**src/rtl/hazard_scoreboard.sv**
```systemverilog
// ID-stage hazard scoreboard: per-register latency countdowns, one outstanding
// divide, flush squashing of the instruction in EX, and a saturating stall counter.
module hazard_scoreboard #(
  parameter int NUM_REGS = 32,
  parameter int ADDR_W   = 5,
  parameter int LOAD_LAT = 1,
  parameter int MUL_LAT  = 2,
  parameter int MAX_LAT  = 4,
  parameter int CNT_W    = 16
) (
  input  logic                clk,
  input  logic                reset,
  input  logic                id_valid_ip,
  input  logic [ADDR_W-1:0]   id_src1_addr_ip,
  input  logic [ADDR_W-1:0]   id_src2_addr_ip,
  input  logic                id_src1_used_ip,
  input  logic                id_src2_used_ip,
  input  logic [ADDR_W-1:0]   id_rd_addr_ip,
  input  logic                id_write_en_ip,
  input  logic [1:0]          id_class_ip,
  input  logic                flush_ip,
  input  logic                div_done_ip,
  input  logic [ADDR_W-1:0]   div_rd_ip,
  output logic                stall_op,
  output logic [NUM_REGS-1:0] busy_vec_op,
  output logic [CNT_W-1:0]    stall_count_op
);

  localparam int LAT_W = $clog2(MAX_LAT + 1);
  localparam logic [LAT_W-1:0] LAT_ONE  = LAT_W'(1);
  localparam logic [LAT_W-1:0] LOAD_L   = LAT_W'(LOAD_LAT);
  localparam logic [LAT_W-1:0] MUL_L    = LAT_W'(MUL_LAT);
  localparam logic [CNT_W-1:0] CNT_ONE  = CNT_W'(1);

  typedef enum logic [1:0] {
    CLS_ALU  = 2'b00,
    CLS_LOAD = 2'b01,
    CLS_MUL  = 2'b10,
    CLS_DIV  = 2'b11
  } op_class_t;

  logic [LAT_W-1:0]    cnt      [NUM_REGS];
  logic [LAT_W-1:0]    cnt_nxt  [NUM_REGS];
  logic [NUM_REGS-1:0] div_pend, div_pend_nxt;
  logic                div_busy, div_busy_nxt;
  logic                last_valid;
  logic [ADDR_W-1:0]   last_rd;
  op_class_t           last_class;
  logic [NUM_REGS-1:0] busy;
  op_class_t           id_class;
  logic                src1_haz, src2_haz, div_haz, waw_haz;
  logic                issue, issue_wr;

  // A rewritten fixed-latency register keeps whichever write finishes later.
  function automatic logic [LAT_W-1:0] lat_max(input logic [LAT_W-1:0] cur,
                                               input logic [LAT_W-1:0] lat);
    logic [LAT_W-1:0] dec;
    dec = (cur == '0) ? '0 : cur - LAT_ONE;
    return (dec > lat) ? dec : lat;
  endfunction

  assign id_class = op_class_t'(id_class_ip);

  always_comb begin
    busy = '0;
    for (int r = 1; r < NUM_REGS; r++) busy[r] = (cnt[r] != '0) | div_pend[r];
  end

  assign busy_vec_op = busy;

  assign src1_haz = id_src1_used_ip & (id_src1_addr_ip != '0) & busy[id_src1_addr_ip];
  assign src2_haz = id_src2_used_ip & (id_src2_addr_ip != '0) & busy[id_src2_addr_ip];
  assign div_haz  = (id_class == CLS_DIV) & div_busy;
  assign waw_haz  = id_write_en_ip & (id_rd_addr_ip != '0) & div_pend[id_rd_addr_ip];

  assign stall_op = id_valid_ip & ~flush_ip & (src1_haz | src2_haz | div_haz | waw_haz);
  assign issue    = id_valid_ip & ~stall_op & ~flush_ip;
  assign issue_wr = issue & id_write_en_ip & (id_rd_addr_ip != '0);

  // Later assignments take priority: decrement < div_done < issue < flush.
  always_comb begin
    cnt_nxt      = cnt;
    div_pend_nxt = div_pend;
    div_busy_nxt = div_busy;
    for (int r = 0; r < NUM_REGS; r++)
      if (cnt[r] != '0) cnt_nxt[r] = cnt[r] - LAT_ONE;
    if (div_done_ip && div_pend[div_rd_ip]) begin
      div_pend_nxt[div_rd_ip] = 1'b0;
      div_busy_nxt            = 1'b0;
    end
    if (issue_wr) begin
      case (id_class)
        CLS_LOAD: cnt_nxt[id_rd_addr_ip] = lat_max(cnt[id_rd_addr_ip], LOAD_L);
        CLS_MUL:  cnt_nxt[id_rd_addr_ip] = lat_max(cnt[id_rd_addr_ip], MUL_L);
        CLS_DIV: begin
          div_pend_nxt[id_rd_addr_ip] = 1'b1;
          div_busy_nxt                = 1'b1;
        end
        default: ;
      endcase
    end
    if (flush_ip && last_valid) begin
      case (last_class)
        CLS_LOAD, CLS_MUL: cnt_nxt[last_rd] = '0;
        CLS_DIV: begin
          div_pend_nxt[last_rd] = 1'b0;
          div_busy_nxt          = 1'b0;
        end
        default: ;
      endcase
    end
  end

  always_ff @(posedge clk or posedge reset) begin
    if (reset) begin
      for (int r = 0; r < NUM_REGS; r++) cnt[r] <= '0;
      div_pend <= '0;
      div_busy <= 1'b0;
    end else begin
      for (int r = 0; r < NUM_REGS; r++) cnt[r] <= cnt_nxt[r];
      div_pend <= div_pend_nxt;
      div_busy <= div_busy_nxt;
    end
  end

  // Only issues that actually claimed a register are worth remembering, so a
  // flush can never clear an older entry on behalf of a non-writing instruction.
  always_ff @(posedge clk or posedge reset) begin
    if (reset) begin
      last_valid <= 1'b0;
      last_rd    <= '0;
      last_class <= CLS_ALU;
    end else begin
      last_valid <= issue_wr;
      last_rd    <= id_rd_addr_ip;
      last_class <= id_class;
    end
  end

  always_ff @(posedge clk or posedge reset) begin
    if (reset)
      stall_count_op <= '0;
    else if (stall_op && (stall_count_op != '1))
      stall_count_op <= stall_count_op + CNT_ONE;
  end

endmodule

```
**config.mk**
```make
export PLATFORM = sky130hd
export DESIGN_NAME = hazard_scoreboard
export DESIGN_NICKNAME = d
export VERILOG_FILES = /design/src/rtl/hazard_scoreboard.sv
export SDC_FILE = /design/constraint.sdc
export NUM_CORES = 1
export LEC_CHECK = 0
export CORE_MARGIN = 4
export CORE_UTILIZATION = 30
export DETAILED_ROUTE_END_ITERATION = 7
export PLACE_DENSITY_LB_ADDON = 0.15
export SLEW_MARGIN = 20
export SYNTH_ARGS = -nofsm -noshare
export SYNTH_HDL_FRONTEND = slang
export SYNTH_SLANG_ARGS = --single-unit
```
**constraint.sdc**
```tcl
create_clock -name clk -period 4.8 [get_ports clk]
set_clock_uncertainty 0.05 [all_clocks]
set_input_delay 0.96 -clock clk [delete_from_list [all_inputs] [get_ports clk]]
set_output_delay 0.96 -clock clk [all_outputs]
set_load 0.01 [all_outputs]
```
==> impl_metrics.json <==
{
  "hold_path.class": "register to register",
  "power_frac_clock_pct": 17.7,
  "hpwl_um": 42700,
  "startpoint_type": "input port",
  "worstMarginPinSlew_ps": 1223,
  "htreeDepth": 4,
  "syn_area_per_cell_sq_um": 8.306,
  "clockBufferDepth": 2,
  "use_met3_pct": 5.516,
  "synthArstFlopShare_pct": 100.0,
  "final_nets": 1729,
  "top_usage_layer": "met2",
  "grt_pass1_wl_um": 82900,
  "yosys_register_bits": 153,
  "core-area_sq_um": 41950,
  "rows": 75,
  "cts_root_buffer": "clkbuf_16",
  "placed_area_sq_um": 14520,
  "synth_cell_type_count": 71,
  "drc": 0,
  "cts_tree": "done",
  "stdcell_area_sq_um": 15120,
  "vias": 12880,
  "grtUsageMet2_pct": 37.63,
  "antenna_found_initial": 1,
  "outcome": "completed",
  "port_buffers": 77,
  "grt.met1_usage_pct": 34.25,
  "final-hold-violation-count": 0,
  "min_period_ps": 4761,
  "cap_violations": 0,
  "cp.required_ps": 3790,
  "fmax_mhz": 210.0,
  "clkTransAtPathRegs_ps": 60,
  "cts_made_buffers": 17,
  "fin_setup_tns_ps": 0,
  "grt_pass1_vias": 12170,
  "ant_nets": 0,
  "dieArea_sq_um": 45720,
  "drt-initial-drc-count": 1332,
  "yosys_warnings": 0,
  "postCtsHoldBufs": 0,
  "critPathKind": "input port to output pin",
  "pwr-share-seq_pct": 28.7,
  "ctsResizeCount": 0,
  "yosysTopAreaCell": "dfrtp_1",
  "rsz0062_at_grt": "false",
  "grt_usage_pct": 24.73,
  "avgRoutedWirePerCell_um": 26.39,
  "switching_share_pct": 44.04,
  "antenna_cells": 0,
  "yosys.cell_count.top_type": "nor2_1",
  "synth_enable_flop_cells": 0,
  "intPower_uw": 4523,
  "syn_nets": 1633,
  "clock_sinks": 153,
  "netlist_area_sq_um": 12710,
  "peakVddDrop_uv": 258.8,
  "overflow": 0,
  "switchingPower_uw": 3561,
  "slowest_delay_ps": 600,
  "comb_power_share_pct": 53.6,
  "start_util_pct": 30.30,
  "firstDrtPassIters": 5,
  "totalWireLength_um": 57470,
  "crit_slowest_cell": "nor4bb_1",
  "via_per_inst": 5.914,
  "synthTopCellsByCount": "169 x nor2_1, 153 x dfrtp_1, 134 x nand2_1",
  "crit_path_end_kind": "output pin",
  "seq_area_frac_synth_pct": 30.13,
  "drive_gt1_share_pct": 12.75,
  "gp_congestion": 0.9725,
  "crit_fanout": 16,
  "dieWidth_um": 213.8,
  "crit_path_frequent_cell": "buf_4",
  "maxSlewHeadroom_pct": 18.14,
  "hold_ws_ps": 445.0,
  "grt_max_degree": 71,
  "ys.flop_type": "dfrtp_1",
  "setup_viol": 0,
  "post-cts-setup-buffer-count": 0,
  "path_cells": "clkdlybuf4s50_1 > buf_4 > nor4bb_1 > o211ai_1 > o311ai_0 > buf_4 > nand2_1 > o221ai_2 > a31oi_1 > buf_4 > clkdlybuf4s50_1",
  "timing.final.crit_share_pct": 99.19,
  "syn_inst": 1530,
  "die_h_um": 213.8,
  "area_delta_synth_final_pct": 18.99,
  "crit_arrival_ps": 3750,
  "drv_slew": 0,
  "insertion_delay_ps": 460,
  "power.static_leakage_uw": 0.006154,
  "synth_top_area_share_pct": 30.13,
  "ioPinCount": 79,
  "ys_top_cells_by_area": "dfrtp_1 30%, ha_1 7.2%, mux4_2 6.9%",
  "power_density_nw_per_um2": 534.6
}
[cells by family after synthesis]
group / count (synthesis) / share of synthesized area, %
xor+xnor: 47 / 3.239
mux: 71 / 9.560
flops: 153 / 30.13
buf+inv: 191 / 6.547
other cells: 1 / 0.02951
simple gates: 621 / 24.95
fa+ha+maj: 73 / 7.187
compound gates: 373 / 18.36
[layout make-up]
cell class	count	area, sq um
fill	4343	26820
sequential	153	3829
tap	539	674.4
timing repair buffer	167	1562
multi-input combinational	1186	8078
inverter	101	382.9
clock buffer	19	452.9
clock inverter	13	143.9
[worst max-delay path, delay by kind of cell]
| family | cells | cell delay (ps) |
|---|---|---|
| buffers and inverters | 5 | 1600 |
| AOI/OAI and AO/OA | 4 | 510 |
| and+or+nand+nor | 2 | 670 |
[path summary, 6_finish.rpt]
| check | from | endpoint | slack [ps] | cells past startpoint |
|---|---|---|---|---|
| min in group asynchronous | reset | cnt[52]$_DFF_PP0_ | 810 | 2 |
| worst max register to register | cnt[33]$_DFF_PP0_ | cnt[84]$_DFF_PP0_ | 1100 | 12 |
| worst min register to register | last_valid$_DFF_PP0_ | div_busy$_DFF_PP0_ | 440 | 1 |
| max in group asynchronous | reset | cnt[46]$_DFF_PP0_ | 3080 | 3 |
| worst min-delay path | last_valid$_DFF_PP0_ | div_busy$_DFF_PP0_ | 440 | 1 |
| worst max-delay path | id_src2_addr_ip[2] | stall_op | 40 | 11 |
[routing by layer]
| metal | part of all wire, % | wire length [um] |
|---|---|---|
| met1 | 44 | 25410 |
| met2 | 44 | 25190 |
| met3 | 7.6 | 4358 |
| met4 | 4.4 | 2508 |
| met5 | 0 | 0 |
[state kept, by name, indices dropped and copies added (netlist names)]
register and count:
stall_count_op 16, cnt 96, last_rd 5, last_class 2, div_pend 32, last_valid 1
div_busy 1
[cell usage in the layout, fill, tap and decap left out, drive strengths merged, types with 5 or more instances in the layout]
cell type	instances
nand2b	16
clkdlybuf4s50	75
inv	102
o221ai	5
or3	12
clkinvlp	5
nor4b	7
dfrtp	153
nand3b	8
ha	73
buf	92
or2	9
and2	6
o22ai	16
nor3b	16
nor3	66
nand2	135
a31oi	14
o41ai	12
and3	13
xnor2	47
and3b	7
nand3	43
o21ai	109
mux4	39
o211ai	10
nor2	169
nor2b	36
mux2	13
a2bb2oi	13
and4	6
or3b	23
nor4	11
clkbuf	19
a22oi	45
clkinv	5
a221oi	7
mux2i	19
nand4	31
a21oi	108
[stage by stage]
stage / util (%) / instances / setup WS, ps / power [uW]
floorplan: - / 1530 / 277.7 / 5018
global placement: 34.62 / 2146 / 182.1 / 6590
detailed placement: 34.62 / 2146 / 157.8 / 6622
CTS: 36.04 / 2178 / 145.5 / 8098
global route: 36.05 / 2178 / 2.873 / 8663
finish: 36.05 / 2178 / 39.08 / 8084
[power by group through the flow]
stage	registers (uW)	clock network (uW)	logic, uW
floorplan	2110	0	2900
finish	2320	1430	4330
global route	2370	1510	4780
global placement	2340	0	4250
detailed placement	2340	0	4280
CTS	2310	1460	4320
(Power assumes the default switching activity.)
